**config.mk**
```make
export PLATFORM = sky130hd
export DESIGN_NAME = nbcac_rx_decoder_11
export DESIGN_NICKNAME = d
export VERILOG_FILES = /design/src/rtl/nbcac_pkg.sv /design/src/rtl/nbcac_8di_decoder_core.sv /design/src/rtl/nbcac_8di_encoder_core.sv /design/src/rtl/nbcac_rx_fifo.sv /design/src/rtl/nbcac_rx_decoder_11.sv
export SDC_FILE = /design/constraint.sdc
export NUM_CORES = 1
export LEC_CHECK = 0
export BUFFER_PORTS_ARGS = -buffer_cell sky130_fd_sc_hd__buf_2
export CAP_MARGIN = 15
export CORE_MARGIN = 8
export CORE_UTILIZATION = 40
export DETAILED_ROUTE_END_ITERATION = 8
export PLACE_DENSITY = 0.7
export SYNTH_ARGS = -nofsm -noshare
export SYNTH_HDL_FRONTEND = slang
export SYNTH_SLANG_ARGS = --single-unit
```
**constraint.sdc**
```tcl
create_clock -name clock -period 3.1 [get_ports clock]
set_clock_uncertainty 0.15 [all_clocks]
set_input_delay 0.31 -clock clock [delete_from_list [all_inputs] [get_ports clock]]
set_output_delay 0.31 -clock clock [all_outputs]
set_load 0.02 [all_outputs]
```
**src/rtl/nbcac_pkg.sv**
```systemverilog
// rtl/nbcac_pkg.sv - shared NBCAC widths, types and the buffered receive word layout
package nbcac_pkg;

   localparam int NBCAC_DATA_W = 8;
   localparam int NBCAC_CODE_W = 11;

   typedef logic [NBCAC_DATA_W-1:0] nbcac_data_t;
   // Codewords keep the bus numbering, bit 1 is the lowest wire
   typedef logic [NBCAC_CODE_W:1]   nbcac_code_t;

   // One buffered receive entry: illegal flag above the decoded byte
   typedef struct packed {
      logic        err;
      nbcac_data_t data;
   } nbcac_rx_word_t;

   localparam int NBCAC_RX_WORD_W = $bits(nbcac_rx_word_t);

endpackage

```
**src/rtl/nbcac_8di_decoder_core.sv**
```systemverilog
// rtl/nbcac_8di_decoder_core.sv - 11-bit NBCAC codeword to 8-bit data (combinational)
module nbcac_8di_decoder_core
   import nbcac_pkg::*;
(
   input  nbcac_code_t d,
   output nbcac_data_t v
);

   // Take one copy of every duplicated bit; consistency of the other copy is
   // judged by the caller through re-encoding
   assign v = {d[11:9], d[7:6], d[4:3], d[1]};

endmodule

```
**src/rtl/nbcac_8di_encoder_core.sv**
```systemverilog
// rtl/nbcac_8di_encoder_core.sv - 8-bit to 11-bit NBCAC encoder (combinational)
module nbcac_8di_encoder_core
   import nbcac_pkg::*;
(
   input  nbcac_data_t v,
   output nbcac_code_t d
);

   // Bits 5, 3 and 1 are each driven on two adjacent wires, so the wires at
   // the group boundaries always move together and never switch opposite to
   // their neighbour: d = v7 v6 v5 v5 v4 v3 v3 v2 v1 v1 v0
   assign d = {v[7:5], v[5:3], v[3:1], v[1:0]};

endmodule

```
**src/rtl/nbcac_rx_fifo.sv**
```systemverilog
// rtl/nbcac_rx_fifo.sv - first-word-fall-through FIFO with accept-on-full-when-popping
module nbcac_rx_fifo #(
   parameter int WIDTH = 9,
   parameter int DEPTH = 4
) (
   input  logic                     clock,
   input  logic                     rst_n,
   input  logic                     wr_valid,
   input  logic [WIDTH-1:0]         wr_data,
   output logic                     wr_accept,
   output logic [WIDTH-1:0]         rd_data,
   output logic                     rd_valid,
   input  logic                     rd_ready,
   output logic [$clog2(DEPTH):0]   level
);

   localparam int AW = $clog2(DEPTH);

   logic [WIDTH-1:0] mem [DEPTH];
   logic [AW:0]      wr_ptr;
   logic [AW:0]      rd_ptr;
   logic             empty;
   logic             full;
   logic             pop;

   // Extra pointer MSB tells a full buffer from an empty one
   assign empty     = (wr_ptr == rd_ptr);
   assign full      = (wr_ptr[AW] != rd_ptr[AW]) && (wr_ptr[AW-1:0] == rd_ptr[AW-1:0]);
   assign pop       = rd_valid & rd_ready;
   assign wr_accept = wr_valid & (~full | pop);
   assign rd_valid  = ~empty;
   // Head is forced to zero when empty so stale entries never show
   assign rd_data   = empty ? '0 : mem[rd_ptr[AW-1:0]];
   assign level     = wr_ptr - rd_ptr;

   // Pointer advance on accepted write and on pop
   always_ff @(posedge clock or negedge rst_n) begin
      if (!rst_n) begin
         wr_ptr <= '0;
         rd_ptr <= '0;
      end else begin
         if (wr_accept) wr_ptr <= wr_ptr + (AW+1)'(1);
         if (pop)       rd_ptr <= rd_ptr + (AW+1)'(1);
      end
   end

   // Storage write; contents are only visible through the gated head
   always_ff @(posedge clock) begin
      if (wr_accept) mem[wr_ptr[AW-1:0]] <= wr_data;
   end

endmodule

```
**src/rtl/nbcac_rx_decoder_11.sv**
```systemverilog
// rtl/nbcac_rx_decoder_11.sv - registered NBCAC receive decoder with illegal-word flag and output FIFO
module nbcac_rx_decoder_11
   import nbcac_pkg::*;
#(
   parameter int FIFO_DEPTH = 4,
   parameter int ERRCNT_W   = 16
) (
   input  logic                          clock,
   input  logic                          rst_n,
   input  nbcac_code_t                   codein,
   input  logic                          codein_valid,
   output nbcac_data_t                   dataout,
   output logic                          dataout_err,
   output logic                          dataout_valid,
   input  logic                          dataout_ready,
   output logic [ERRCNT_W-1:0]           err_count,
   output logic                          overflow,
   input  logic                          err_clr,
   output logic [$clog2(FIFO_DEPTH):0]   fifo_level
);

   nbcac_code_t    s1_code;
   logic           s1_valid;
   nbcac_data_t    dec;
   nbcac_code_t    reenc;
   logic           illegal;
   nbcac_data_t    s2_data;
   logic           s2_err;
   logic           s2_valid;
   nbcac_rx_word_t wr_word;
   nbcac_rx_word_t rd_word;
   logic           wr_accept;
   logic           drop;

   // Bus capture: nothing downstream sees codein combinationally
   always_ff @(posedge clock or negedge rst_n) begin
      if (!rst_n) begin
         s1_code  <= '0;
         s1_valid <= 1'b0;
      end else begin
         s1_code  <= codein;
         s1_valid <= codein_valid;
      end
   end

   nbcac_8di_decoder_core u_dec (
      .d (s1_code),
      .v (dec)
   );

   // A word is legal only if decoding then encoding reproduces it exactly
   nbcac_8di_encoder_core u_reenc (
      .v (dec),
      .d (reenc)
   );

   assign illegal = (reenc != s1_code);

   // Decode stage register; illegal words keep their raw decode
   always_ff @(posedge clock or negedge rst_n) begin
      if (!rst_n) begin
         s2_data  <= '0;
         s2_err   <= 1'b0;
         s2_valid <= 1'b0;
      end else begin
         s2_data  <= dec;
         s2_err   <= illegal;
         s2_valid <= s1_valid;
      end
   end

   assign wr_word.err  = s2_err;
   assign wr_word.data = s2_data;

   nbcac_rx_fifo #(
      .WIDTH (NBCAC_RX_WORD_W),
      .DEPTH (FIFO_DEPTH)
   ) u_fifo (
      .clock     (clock),
      .rst_n     (rst_n),
      .wr_valid  (s2_valid),
      .wr_data   (wr_word),
      .wr_accept (wr_accept),
      .rd_data   (rd_word),
      .rd_valid  (dataout_valid),
      .rd_ready  (dataout_ready),
      .level     (fifo_level)
   );

   assign dataout     = rd_word.data;
   assign dataout_err = rd_word.err;
   assign drop        = s2_valid & ~wr_accept;

   // Saturating illegal-word count and sticky drop flag; clear wins over both
   always_ff @(posedge clock or negedge rst_n) begin
      if (!rst_n) begin
         err_count <= '0;
         overflow  <= 1'b0;
      end else if (err_clr) begin
         err_count <= '0;
         overflow  <= 1'b0;
      end else begin
         if (s2_valid && s2_err && (err_count != {ERRCNT_W{1'b1}}))
            err_count <= err_count + ERRCNT_W'(1);
         if (drop)
            overflow <= 1'b1;
      end
   end

endmodule

```
# Yosys cells after proc, flatten, opt, wreduce, memory -nomap -nowiden
# Memories as Yosys holds them, arrays and structs flattened.
# Cells that the tools add are included.
[totals]
input_bits = 16
elab_cells = 38
mem_count = 1
ram_bits = 36
register_bits = 45
output_inout_bits = 30
[memory_table]
columns = ["memory", "depth", "word_bits", "rd", "rd_clocked_by_memory_dff", "wr", "line_no", "source"]
rows = [
  ["u_fifo.mem", 4, 9, 1, 0, 1, "nbcac_rx_fifo.sv:19", "logic [WIDTH-1:0] mem [DEPTH];"],
]
[classes]
eq_ne = 5
reduce_logical = 5
n_mux = 7
n_addsub = 4
bitwise = 7
[op_table]
columns = ["op", "count"]
rows = [
  ["16-bit 2-to-1 mux", 2],
  ["16-bit by 1-bit adder with 16-bit output, second input constant", 1],
  ["16-bit inequality test, second input constant", 1],
  ["9-bit 2-to-1 mux", 1],
  ["3-bit by 1-bit adder with 3-bit output, second input constant", 2],
  ["1-bit 2-to-1 mux", 4],
  ["2-bit nonzero test", 2],
  ["1-bit AND", 3],
  ["3-bit == test", 1],
  ["1-bit logical AND", 3],
  ["3-bit inequality test", 1],
  ["1-bit inverter", 3],
  ["3-bit subtractor", 1],
  ["2-bit == test", 1],
  ["1-bit inequality test", 1],
  ["1-bit bitwise OR", 1],
]

# Longest topological paths before layout
# Gate-level depths: netlist of the first run.
[depth]
depth_word = 9
ltp_mapped = 7
depth_no_buf = 6

# Cells and area by module
# Synthesis of the first run repeated with hierarchy kept, for this count alone.
[hier_totals]
cells_unflattened = 260
hier_area_um2 = 3644.7
[by_module_without_submodules]
columns = ["mod", "area_each_um2", "seq_area_each_um2", "instances", "cells_per_inst"]
rows = [
  ["nbcac_rx_fifo", 1819.2, 1231.2, 1, 100],
  ["nbcac_rx_decoder_11", 1682.9, 975.9, 1, 141],
  ["nbcac_8di_encoder_core", 82.6, 0.0, 1, 11],
  ["nbcac_8di_decoder_core", 60.1, 0.0, 1, 8],
]

# Least setup slack after synthesis of the first run
# Ideal clock, no wire load.
[synth_path]
path_type = "register -> output"
startpoint = "register u_fifo.rd_ptr[1]"
endpoint = "output port dataout[0]"
stages_incl_launch_ff = 7
slack_ps = 796
required_time_ps = 2640
n_path_buf = 2
arrival_ps = 1844
path_cell_list = "dfrtp_1 > clkbuf_1 > inv_1 > ha_1 > nand3_1 > clkbuf_1 > and2_1"
[synth_via]
elab_chain_len = 2
word_cells_on_any_way = 3
classes_between = "1 x eq/ne; 1 x mux; 1 x memory"
[synth_lines]
columns = ["item", "line_no", "source"]
rows = [
  ["start, declared", "nbcac_rx_fifo.sv:21", "logic [AW:0] rd_ptr;"],
  ["start signal, assigned", "nbcac_rx_fifo.sv:43", "if (pop) rd_ptr <= rd_ptr + (AW+1)'(1);"],
  ["memory read 4 x 9 bit / 3-bit == test (equally long branches)", "n/a", ""],
  ["9-bit 2-to-1 mux *", "nbcac_rx_fifo.sv:33", "assign rd_data = empty ? '0 : mem[rd_ptr[AW-1:0]];"],
  ["end, declared", "nbcac_rx_decoder_11.sv:12", "output nbcac_data_t dataout,"],
]
# Every way passes the cells marked *; elsewhere a longest branch is shown, timed or not.

# Worst setup path after layout of the first run
[layout_path]
startpoint = "register u_fifo.rd_ptr[1]"
endpoint = "output port dataout[4]"
# Same word-level chain as after synthesis.

==> results.sh, run 1 <==
export IMPL_status="finished, violations left"
export IMPL_violations_in_the_final_reports="negative hold slack"
export IMPL_gpl_final_weighted_congestion=0.751
export IMPL_synth_warn=0
export IMPL_route_vias_total=1986
export IMPL_vias_per_instance=5.00
export IMPL_area_delta_synth_final_pct=20.3
export IMPL_worstPathArrival_ns=2.19
export IMPL_dpl_cell_count=369
export IMPL_final_layout_size_suffix_gt1_frac=0.295
export IMPL_max_freq_mhz=377
export IMPL_synth_most_common_cell="sky130_fd_sc_hd__dfrtp_1"
export IMPL_die_area_sq_um=11500
export IMPL_cp_max_fo=13
export IMPL_cts_htree_levels=3
export IMPL_grt_start_max_net_pins=46
export IMPL_drt_pre_antenna_iters=4
export IMPL_core_area_sq_um=8130
export IMPL_detailed_place_hpwl_mm=3.99
export IMPL_antenna_diode_count=0
export IMPL_worst_slew_pin_slew_ns=0.989
export IMPL_cts_buffers_inserted=9
export IMPL_endpoint_kind="output pin"
export IMPL_number_of_global_route_vias_before_repair=1979
export IMPL_start_util=0.410
export IMPL_power_density_cell_area_nw_per_um2=814
export IMPL_setup_repair_after_global_routing_missed_its_margin="no"
export IMPL_clk_pin_slew_worst_paths_ns=0.09
export IMPL_finish_net_count=312
export IMPL_static_power_due_to_leakage_nw=1.63
export IMPL_tritoncts="yes"
export IMPL_clock_tree_buffer_depth=2
export IMPL_top_level_ports=46
export IMPL_hold_violations=41
export IMPL_net_count_after_synthesis=248
export IMPL_ys_top_cells_by_area="sky130_fd_sc_hd__dfrtp_1 34%, sky130_fd_sc_hd__edfxtp_1 32%, sky130_fd_sc_hd__mux4_2 6.1%"
export IMPL_ys_types=39
export IMPL_port_buffers=45
export IMPL_synth_seq_area_share=0.662
export IMPL_area_fraction_of_the_dominant_cell_type_after_synthesis=0.338
export IMPL_totalWireLength_mm=5.85
export IMPL_hold_path_class="input pin to async pin"
export IMPL_synth_enable_flop_cells=36
export IMPL_tritoncts_num_sinks=81
export IMPL_report_final_slew_viol_count=0
export IMPL_placedInstanceArea_sq_um=3680
export IMPL_die_w_um=107
export IMPL_vdd_drop_max_mv=0.299
export IMPL_yosys_area_top_type="sky130_fd_sc_hd__dfrtp_1"
export IMPL_row_count=33
export IMPL_worst_setup_path_type="flip-flop to output pin"
export IMPL_mapped_cell_area_sq_um=3340
export IMPL_synth_ff_type="sky130_fd_sc_hd__dfrtp_1"
export IMPL_postCtsSetupRepairBufs=0
export IMPL_critical_path_slowest_cell="sky130_fd_sc_hd__dfrtp_1"
export IMPL_post_layout_nonfiller_instances=397
export IMPL_max_slew_margin_rel=0.340
export IMPL_post_route_min_period_ns=2.65
export IMPL_post_route_cell_area_sq_um=4010
export IMPL_avgSynthCellArea_sq_um=15.0
export IMPL_die_h_um=107
export IMPL_clk_root_buffer_cell="sky130_fd_sc_hd__clkbuf_8"
export IMPL_antenna_left=0
export IMPL_ys_ff_latch=81
export IMPL_ys_top_cells_by_count="45 x sky130_fd_sc_hd__dfrtp_1, 36 x sky130_fd_sc_hd__edfxtp_1, 13 x sky130_fd_sc_hd__and2_1"
export IMPL_post_route_drc_count=0
export IMPL_timing_critical_path_from_type="flip-flop"
export IMPL_max_cap_viol_count=0
export IMPL_synth_async_reset_ratio=0.556
export IMPL_route_detailed_wl_per_inst_um=14.7
export IMPL_initialDrtViolationCount=63
export IMPL_path_cells="inv_1 -> ha_1 -> nand3_1 -> and2_1 -> buf_2"
export IMPL_initial_antenna_violation_count=0
export IMPL_fin_setup_tns_ns=0
export IMPL_worst_endpoint_required_ns=2.64
export IMPL_post_synth_inst_count=223
export IMPL_report_final_setup_viol=0
export IMPL_critical_path_max_stage_delay_ns=0.69
export IMPL_gr_usage_all_layers=0.108
export IMPL_clock_latency_ns=0.34
export IMPL_whs_ns=-0.0253
export IMPL_min_period_over_period=0.855
export IMPL_grt_pass1_wl_mm=9.78
export IMPL_grt_ovfl_total=0
==> area by class of cell <==
cell class	instances	area, sq um
inverter	6	22.5
clock buffer	10	138
sequential	81	2210
timing repair buffer	60	368
clock inverter	6	72.6
tap	105	131
multi-input combinational	129	1070
fill	705	4120
==> layout by cell type, fill, tap and decap left out, types with 8 or more instances in the layout <==
cell	count
sky130_fd_sc_hd__buf_2	45
sky130_fd_sc_hd__edfxtp_1	36
sky130_fd_sc_hd__a21oi_1	10
sky130_fd_sc_hd__ha_1	8
sky130_fd_sc_hd__dfrtp_1	45
sky130_fd_sc_hd__clkbuf_8	10
sky130_fd_sc_hd__xnor2_1	8
sky130_fd_sc_hd__mux4_2	9
sky130_fd_sc_hd__dlygate4sd3_1	12
sky130_fd_sc_hd__and2_1	13
sky130_fd_sc_hd__nand3_1	10
==> report_power, final <==
group / leakage [nW] / switching (mW) / internal [mW]
Sequential: 0.889 / 0.0949 / 1.29
Clock: 0.103 / 0.382 / 0.403
Combinational: 0.639 / 0.636 / 0.459
Total: 1.63 / 1.11 / 2.15
==> through the flow <==
step | total power, mW | util | setup slack [ns]
3_3_place_gp | 2.50 | 0.453 | 0.715
4_1_cts | 3.32 | 0.493 | 0.381
2_1_floorplan | 2.17 | - | 0.796
5_1_grt | 3.49 | 0.493 | 0.251
6_report | 3.27 | 0.493 | 0.451
3_5_place_dp | 2.52 | 0.453 | 0.667
==> registers in the layout (all words and copies together) (netlist names) <==
| name | count |
|---|---|
| s1_valid | 1 |
| u_fifo.rd_ptr | 3 |
| err_count | 16 |
| s2_err | 1 |
| s2_valid | 1 |
| s2_data | 8 |
| u_fifo.mem | 36 |
| u_fifo.wr_ptr | 3 |
| overflow | 1 |
| s1_code | 11 |
==> path summary, 6_finish.rpt <==
kind / slack [ns] / startpoint / to / depth (start not counted)
setup / recovery: 0.45 / u_fifo.rd_ptr[1]$_DFFE_PN0P_ / dataout[4] / 5
max in group asynchronous: 2.21 / rst_n / u_fifo.rd_ptr[2]$_DFFE_PN0P_ / 1
hold reg to reg: 0.19 / s1_code[9]$_DFF_PN0_ / s2_data[6]$_DFF_PN0_ / 0
min in group clock: 0.15 / dataout_ready / u_fifo.rd_ptr[0]$_DFFE_PN0P_ / 3
setup reg to reg: 0.65 / u_fifo.rd_ptr[1]$_DFFE_PN0P_ / u_fifo.mem[3][1]$_DFFE_PP_ / 5
hold / removal: -0.03 / rst_n / s2_data[6]$_DFF_PN0_ / 1
==> per-layer routing <==
metal | GRT usage | routed length, um | vias to the layer above
met4 | 0.0603 | 93 | 0
li1 | - | - | 963
met2 | 0.161 | 2720 | 45
met5 | 0 | 0 | -
met3 | 0.0305 | 327 | 6
met1 | 0.140 | 2700 | 972
==> worst max-delay path, delay by kind of cell (launching register included) <==
kind | cells | cell delay (ns)
adder cells (fa/ha/maj) | 1 | 0.32
buffers and inverters | 2 | 0.27
flip-flops | 1 | 0.69
AND/OR/NAND/NOR | 2 | 0.57
==> timing repair <==
| item | CTS | global route |
|---|---|---|
| hold buffers | 12 | 0 |
| resized for setup | 0 | 0 |
| hold endpoints to repair | 12 | 0 |
| endpoints found under the setup margin | 0 | 0 |
==> cells by family after synthesis <==
family          share of synthesized area
fa+ha+maj                          0.0360
flops                               0.662
compound gates                     0.0563
mux                                0.0776
xor+xnor                           0.0236
buf+inv                            0.0161
simple gates                        0.129
No activity file was read; power rests on OpenSTA's default activity.
==> run 2, diff against run 1 <==
Clock period 3.1 ns to 3.25 ns, I/O delays scaled along.
==> run 2 against run 1 <==
The run now ends clean. Count of clock-buffer cells in the layout grew 3. Total power down 4.5%. Critical path depth did not move. Highest routed layer unchanged. Die area unchanged. Flip-flop and latch count unchanged. First-iteration DRC count down 11%.
==> results.sh, run 2 (synthesis gave the netlist of run 1 again) <==
export IMPL_most_common_layout_cells="45 x sky130_fd_sc_hd__dfrtp_1, 45 x sky130_fd_sc_hd__buf_2, 36 x sky130_fd_sc_hd__edfxtp_1"
export IMPL_drt_pre_antenna_iters=4
export IMPL_clk_root_buffer_cell="sky130_fd_sc_hd__clkbuf_8"
export IMPL_clock_tree_buffer_depth=2
export IMPL_initial_antenna_violation_count=0
export IMPL_totalWireLength_mm=5.96
export IMPL_dpl_cell_count=369
export IMPL_postCtsSetupRepairBufs=0
export IMPL_worstPathArrival_ns=2.18
export IMPL_route_detailed_wl_per_inst_um=15.0
export IMPL_cts_htree_levels=3
export IMPL_number_of_global_route_vias_before_repair=2136
export IMPL_max_freq_mhz=377
export IMPL_clock_power_share=0.237
export IMPL_crit_start="u_fifo.rd_ptr[1]$_DFFE_PN0P_"
export IMPL_worst_endpoint_required_ns=2.77
export IMPL_report_final_setup_viol=0
export IMPL_report_final_slew_viol_count=0
export IMPL_setup_repair_after_global_routing_missed_its_margin="no"
export IMPL_final_layout_size_suffix_gt1_frac=0.284
export IMPL_gpl_final_weighted_congestion=0.792
export IMPL_netSwitchingPower_mw=1.04
export IMPL_worst_slew_pin_slew_ns=0.998
export IMPL_die_area_sq_um=11500
export IMPL_clk_pin_slew_worst_paths_ns=0.08
export IMPL_post_route_min_period_ns=2.66
export IMPL_power_density_cell_area_nw_per_um2=777
export IMPL_post_layout_nonfiller_instances=397
export IMPL_largest_register_ff_count=36
export IMPL_min_period_over_period=0.817
export IMPL_cp_max_fo=13
export IMPL_area_delta_synth_final_pct=20.3
export IMPL_start_util=0.410
export IMPL_netSwitchingFraction=0.334
export IMPL_r2r_start="u_fifo.rd_ptr[1]$_DFFE_PN0P_"
export IMPL_multi_input_area_sq_um=1070
export IMPL_cts_resized=0
export IMPL_hold_path_class="input pin to async pin"
export IMPL_static_power_due_to_leakage_nw=1.63
export IMPL_cts_buffers_inserted=9
export IMPL_fin_setup_tns_ns=0
export IMPL_post_route_cell_area_sq_um=4010
export IMPL_antenna_left=0
export IMPL_layout_setup_ws_ns=0.594
export IMPL_vdd_drop_max_mv=0.280
export IMPL_route_vias_total=2013
export IMPL_gr_usage_all_layers=0.115
export IMPL_grt_start_max_net_pins=46
export IMPL_placedInstanceArea_sq_um=3680
export IMPL_worst_setup_path_type="flip-flop to output pin"
export IMPL_finish_net_count=312
export IMPL_detailed_place_hpwl_mm=4.08
export IMPL_timing_critical_path_from_type="flip-flop"
export IMPL_sequentialPowerShare=0.426
export IMPL_port_buffers=45
export IMPL_postLayoutCoreUtil=0.493
export IMPL_row_count=33
export IMPL_core_area_sq_um=8130
export IMPL_status="completed"
export IMPL_fillers=698
export IMPL_tritoncts_num_sinks=81
export IMPL_initialDrtViolationCount=56
export IMPL_die_h_um=107
export IMPL_die_w_um=107
export IMPL_share_comb_of_total_power=0.337
export IMPL_vias_per_instance=5.07
export IMPL_endpoint_kind="output pin"
export IMPL_top_level_ports=46
export IMPL_hold_violations=0
export IMPL_antenna_diode_count=0
export IMPL_pre_cts_ws_ns=0.770
export IMPL_intPower_mw=2.08
export IMPL_tritoncts="yes"
export IMPL_max_slew_margin_rel=0.334
export IMPL_post_route_drc_count=0
export IMPL_clock_latency_ns=0.33
export IMPL_grt_pass1_wl_mm=10.4
export IMPL_max_cap_viol_count=0
export IMPL_ff_latch_area_sq_um=2210
export IMPL_grt_ovfl_total=0
## run 2: worst max-delay path: stages (launching register included)
cell	delay, ns
sky130_fd_sc_hd__dfrtp_1	0.71
sky130_fd_sc_hd__inv_1	0.10
sky130_fd_sc_hd__ha_1	0.32
sky130_fd_sc_hd__nand3_1	0.30
sky130_fd_sc_hd__and2_1	0.26
sky130_fd_sc_hd__buf_2	0.15
## run 2: metrics by stage
step                hold WS, ns  power (mW)
CTS                      0.0317        3.17
detailed placement        0.185        2.42
finish                  0.00196        3.12
global route             0.0767        3.32
floorplan                -0.121        2.07
global placement          0.183        2.39
## run 2: final timing paths
kind,endpoint,slack [ns],depth (start not counted)
setup reg to reg,u_fifo.mem[3][1]$_DFFE_PP_,0.78,5
hold / removal,s1_code[10]$_DFF_PN0_,0.002,1
setup / recovery,dataout[3],0.59,5
max in group asynchronous,overflow$_DFFE_PN0P_,2.33,1
min in group clock,u_fifo.rd_ptr[2]$_DFFE_PN0P_,0.16,3
hold reg to reg,s2_data[6]$_DFF_PN0_,0.20,0
## run 2: layout make-up
class / count / share of cell area
clock inverter: 3 / 0.0119
inverter: 6 / 0.00561
clock buffer: 13 / 0.0399
tap: 105 / 0.0328
sequential: 81 / 0.550
multi-input combinational: 129 / 0.268
timing repair buffer: 60 / 0.0917
## run 2: power groups by stage
stage	Sequential [mW]	Combinational (mW)	Clock [mW]
global route	1.35	1.16	0.810
finish	1.33	1.05	0.739
CTS	1.33	1.08	0.760
global placement	1.34	1.05	0
floorplan	1.31	0.764	0
detailed placement	1.35	1.06	0
## run 2: layer usage
layer  up-vias  GRT usage  share of wire
met4         0     0.0563          0.016
li1        968          -              -
met5         -          0              0
met1       993      0.144           0.48
met3         9     0.0335          0.046
met2        43      0.177           0.46
## run 2: what timing repair did
action	in CTS	in global routing
hold buffers	12	0
endpoints found under the hold margin	12	0
endpoints found under the setup margin	0	0
